<file path="src/rtl/mult_pkg.sv">
// Shared definitions for the signed shift-add multiplier: sequencer states, step op codes, default width.
package mult_pkg;

   localparam int MP_NUM_DEFAULT = 16;

   typedef enum logic [2:0] {
      IDLE  = 3'd0,
      LOAD  = 3'd1,
      EVAL  = 3'd2,
      ARITH = 3'd3,
      SHIFT = 3'd4,
      DONE  = 3'd5
   } state_t;

   typedef enum logic [1:0] {
      OP_NONE = 2'd0,
      OP_ADD  = 2'd1,
      OP_SUB  = 2'd2
   } op_t;

endpackage

</file>
<file path="src/rtl/mult_step_decode.sv">
// Per-step arithmetic decision from the multiplier LSB, Booth guard bit and final-step flag.
// Optional feature macro: BOOTH_EN selects radix-2 Booth recoding instead of plain signed shift-add.
module mult_step_decode
   import mult_pkg::*;
(
   input  logic q0,
   input  logic qm1,
   input  logic last,
   output op_t  op
);

`ifdef BOOTH_EN
   // Booth recoding never needs to know which step is the last one
   logic unused_last;
   assign unused_last = last;

   always_comb begin
      op = OP_NONE;
      case ({q0, qm1})
         2'b10:   op = OP_SUB;
         2'b01:   op = OP_ADD;
         default: op = OP_NONE;
      endcase
   end
`else
   logic unused_qm1;
   assign unused_qm1 = qm1;

   // The multiplier MSB carries negative weight, so its partial product is subtracted
   always_comb begin
      op = OP_NONE;
      if (q0) begin
         op = last ? OP_SUB : OP_ADD;
      end
   end
`endif

endmodule

</file>
<file path="src/rtl/mult_seq_ctrl.sv">
// Sequencer FSM for the signed shift-add multiplier; drives datapath strobes and the step-counter enable.
// Optional feature macro: BOOTH_EN (handled inside mult_step_decode).
module mult_seq_ctrl
   import mult_pkg::*;
#(
   parameter int MP_NUM = MP_NUM_DEFAULT
)
(
   input  logic clk,
   input  logic rst_n,
   input  logic start_i,
   input  logic q0_i,
   input  logic qm1_i,
   input  logic k_i,
   output logic load_o,
   output logic add_o,
   output logic sub_o,
   output logic shift_o,
   output logic cnt_o,
   output logic busy_o,
   output logic done_o
);

   if (MP_NUM < 2) begin : g_mp_num_check
      $error("mult_seq_ctrl: MP_NUM must be at least 2");
   end

   state_t state, state_nxt;
   op_t    op_q, op_nxt, step_op;
   logic   last_q, last_nxt;
   logic   last_eval;

   // k_i is only a one-cycle pulse, so the final-step flag is held in last_q once seen
   assign last_eval = last_q | k_i;

   mult_step_decode u_step_decode (
      .q0   (q0_i),
      .qm1  (qm1_i),
      .last (last_eval),
      .op   (step_op)
   );

   always_ff @(posedge clk or negedge rst_n) begin
      if (!rst_n) begin
         state  <= IDLE;
         op_q   <= OP_NONE;
         last_q <= 1'b0;
      end else begin
         state  <= state_nxt;
         op_q   <= op_nxt;
         last_q <= last_nxt;
      end
   end

   // Next-state logic with Moore outputs decoded from the registered state and op choice
   always_comb begin
      state_nxt = state;
      op_nxt    = op_q;
      last_nxt  = last_q;
      load_o    = 1'b0;
      add_o     = 1'b0;
      sub_o     = 1'b0;
      shift_o   = 1'b0;
      cnt_o     = 1'b0;
      busy_o    = 1'b0;
      done_o    = 1'b0;
      case (state)
         IDLE: begin
            if (start_i) begin
               state_nxt = LOAD;
            end
         end
         LOAD: begin
            load_o    = 1'b1;
            busy_o    = 1'b1;
            last_nxt  = 1'b0;
            state_nxt = EVAL;
         end
         EVAL: begin
            busy_o    = 1'b1;
            last_nxt  = last_eval;
            op_nxt    = step_op;
            state_nxt = (step_op == OP_NONE) ? SHIFT : ARITH;
         end
         ARITH: begin
            busy_o    = 1'b1;
            add_o     = (op_q == OP_ADD);
            sub_o     = (op_q == OP_SUB);
            state_nxt = SHIFT;
         end
         SHIFT: begin
            busy_o    = 1'b1;
            shift_o   = 1'b1;
            cnt_o     = 1'b1;
            state_nxt = last_q ? DONE : EVAL;
         end
         DONE: begin
            busy_o    = 1'b1;
            done_o    = 1'b1;
            state_nxt = IDLE;
         end
         default: begin
            state_nxt = IDLE;
         end
      endcase
   end

endmodule
</file>
<file path="config.mk">
export PLATFORM = sky130hd
export DESIGN_NAME = mult_seq_ctrl
export DESIGN_NICKNAME = d
export VERILOG_FILES = /design/src/rtl/mult_pkg.sv /design/src/rtl/mult_step_decode.sv /design/src/rtl/mult_seq_ctrl.sv
export SDC_FILE = /design/constraint.sdc
export NUM_CORES = 1
export LEC_CHECK = 0
export CELL_PAD_IN_SITES_DETAIL_PLACEMENT = 1
export CELL_PAD_IN_SITES_GLOBAL_PLACEMENT = 1
export CORE_AREA = 5 5 42 44
export DETAILED_ROUTE_END_ITERATION = 10
export DIE_AREA = 0 0 47 49
export PLACE_DENSITY = 0.71
export SLEW_MARGIN = 10
export SYNTH_ARGS = -nofsm -noshare
export SYNTH_HDL_FRONTEND = slang
export SYNTH_SLANG_ARGS = --single-unit
</file>
<file path="constraint.sdc">
create_clock -name clk -period 1.3 [get_ports clk]
set_input_delay 0.195 -clock clk [delete_from_list [all_inputs] [get_ports clk]]
set_output_delay 0.195 -clock clk [all_outputs]
set_load 0.03 [all_outputs]
</file>
==> impl_metrics.env <==
export IMPL_status="finished, violations left"
export IMPL_violations="setup timing"
export IMPL_r2r_cells=3
export IMPL_ys_types=22
export IMPL_synth_top_area_cell="dfrtp_1"
export IMPL_crit_type="flip-flop to primary output"
export IMPL_final_cells=71
export IMPL_max_freq_mhz=704
export IMPL_slowest_stage="dfrtp_2"
export IMPL_ys_seq_area_share_pct=37.6
export IMPL_grt_pass1_wl_um=1700
export IMPL_start_util_pct=28.5
export IMPL_cp_top_family="flip-flops"
export IMPL_area_growth_pct=55.5
export IMPL_place_congestion=0.664
export IMPL_die_x_um=47
export IMPL_clock_path_buffers=2
export IMPL_vdd_drop_max_mv=0.691
export IMPL_final_nets=63
export IMPL_drive_above_1_share_pct=50.9
export IMPL_power_density_nw_per_um2=2280
export IMPL_setup_viol=7
export IMPL_dieArea_um2=2300
export IMPL_fin_crit_ns=1.42
export IMPL_cts_buffers_inserted=3
export IMPL_timing_slew_headroom_pct=80.4
export IMPL_clock_skew_ns=0.00499
export IMPL_p_int_uw=848
export IMPL_swShare_pct=40.0
export IMPL_synth_seq_cells=6
export IMPL_reg2reg_slack_ns=0.02
export IMPL_setup_slack_ns=-0.120
export IMPL_io_pins=13
export IMPL_required_ns=1.11
export IMPL_p_leak_nw=0.276
export IMPL_grt_max_degree=14
export IMPL_dp_cells=64
export IMPL_ant_nets=0
export IMPL_die_y_um=49
export IMPL_cts_sinks=6
export IMPL_r2r_start="state[2]"
export IMPL_yosysTopAreaCellShare_pct=37.6
export IMPL_fin_crit_sh_pct=109
export IMPL_place_hpwl_um=710
export IMPL_synth_fa_ha_area_share_pct=0
export IMPL_drtPass1Iterations=2
export IMPL_syn_area_um2=399
export IMPL_grt_ovfl_total=0
export IMPL_antenna_found_initial=0
export IMPL_worst_path_max_fanout=8
export IMPL_clk_pin_slew_ns=0.05
export IMPL_cp_arrival_ns=1.22
export IMPL_p_switching_uw=566
export IMPL_rsz0062_at_grt="yes"
export IMPL_min_path_type="primary input to async pin"
export IMPL_final_hold_violation_count=0
export IMPL_slew_viol_final=0
export IMPL_timing_rr_end="op_q[0]"
export IMPL_detail_route_vias_per_cell=4.94
export IMPL_clock_power_share_pct=12.3
export IMPL_pre_cts_ws_ns=0.0283
export IMPL_synth_top_family_by_area="simple AND/OR/NAND/NOR gates"
export IMPL_synthXorXnorAreaFrac_pct=0
export IMPL_startpoint="state[2]"
export IMPL_synth_compound_gate_area_share_pct=7.84
export IMPL_yosys_warnings=0
export IMPL_fp_row_count=14
export IMPL_syn_instance_count=35
export IMPL_n_antenna_cell=0
export IMPL_drc=0
export IMPL_p_comb_share_pct=59.6
export IMPL_synth_simple_gate_area_share_pct=35.4
export IMPL_first_global_vias=378
export IMPL_maxCapViolations=0
export IMPL_end_kind="primary output"
export IMPL_max_stage_delay_ns=0.46
export IMPL_routedWlPerCell_um=13.7
export IMPL_path_cells="nor2b_2 > and4_1 > buf_6"
export IMPL_drt_iter0_drc=2
export IMPL_ctsRootBufferMaster="clkbuf_4"
export IMPL_path_buf_inv=1
export IMPL_htreeDepth=1
export IMPL_vias=351
export IMPL_cts_tree="done"
export IMPL_clk_latency_ns=0.24
export IMPL_core_area_um2=1400
export IMPL_grt_usage_pct=10.3
export IMPL_seqPwrFrac_pct=28.1
export IMPL_postSynthAreaPerCell_um2=11.4
export IMPL_synth_area_leaders="dfrtp_1, nor3b_2, buf_6"
export IMPL_syn_num_nets=41
export IMPL_critPathLaunchType="flip-flop"
export IMPL_synth_mux_area_fraction_pct=7.84
export IMPL_portBuffers=11
export IMPL_drt_total_wl_um=970
export IMPL_worst_pin_slew_ns=0.293
registers in the layout (all words and copies together) (netlist names):
register  cells
op_q          2
state         3
last_q        1
metal layers:
layer	routed length (µm)	track usage, %
met5	0	0
met4	0	1.38
met3	56	5.54
met2	515	16.7
met1	398	11.8
layout make-up:
class,instances,area (µm²)
clock buffers,3,22.5
fillers,167,781
repair buffers,21,201
inverters,1,3.75
well taps,16,20.0
flip-flops and latches,6,154
multi-input cells,24,219
cells by family after synthesis:
group	Yosys count
compound gates	5
mux	3
buf+inv	5
simple gates	16
flops	6
how the worst max path moves through the flow:
| stage | endpoint | slack [ns] | cells past startpoint |
|---|---|---|---|
| after floorplan | shift_o | -0.01 | 3 |
| after global placement | op_q[0] | 0.04 | 2 |
| after detailed placement | op_q[0] | 0.03 | 2 |
| after CTS | add_o | -0.12 | 3 |
| after global routing | shift_o | -0.18 | 3 |
| final | add_o | -0.12 | 3 |
power by group through the flow:
stage | combinational [mW] | sequential (mW) | clock [mW]
2_1_floorplan | 0.553 | 0.333 | 0
3_3_place_gp | 0.681 | 0.396 | 0
3_5_place_dp | 0.698 | 0.398 | 0
4_1_cts | 0.813 | 0.395 | 0.180
5_1_grt | 0.913 | 0.415 | 0.199
6_report | 0.842 | 0.398 | 0.174
through the flow:
stage,TNS [ns],cell area [µm²],power (mW),utilization [%],hold WS [ns]
6_report,-0.695,621,1.41,44.3,0.199
3_3_place_gp,0,522,1.08,37.2,0.453
2_1_floorplan,-0.0126,409,0.886,-,-0.101
5_1_grt,-1.22,621,1.53,44.3,0.210
4_1_cts,-0.746,607,1.39,43.3,0.203
3_5_place_dp,0,522,1.10,37.2,0.464
cells in the mapped netlist:
master     count
mux2_2         1
and3b_1        1
a22o_1         1
nor3b_2        3
mux2i_1        2
and4b_1        1
nand4bb_1      2
nand3b_1       1
nor3_1         1
a21oi_1        1
buf_6          3
and4_1         1
nand3_1        1
or4b_1         1
buf_4          1
o31ai_1        1
dfrtp_1        6
nor3b_1        1
inv_1          1
nor2b_1        1
nand2b_1       2
o21ai_0        2
cell usage in the layout, fill, tap and decap left out, types with 2 or more instances in the layout:
cell type	count
nand4bb_1	2
dfrtp_1	3
mux2i_1	2
nand2b_1	2
o21ai_0	2
buf_6	9
buf_4	8
clkdlybuf4s50_1	4
clkbuf_4	3
nor3b_4	2
dfrtp_2	3
what timing repair did:
item | 4_1_cts | 5_1_grt
buffers inserted | 4 | 0
hold buffers | 0 | 0
hold endpoints to repair | 0 | 0
resized for setup | 11 | 3
endpoints found under the setup margin | 7 | 8
pin swaps | 4 | 1
Note: power is estimated with default switching activity, not from simulation.
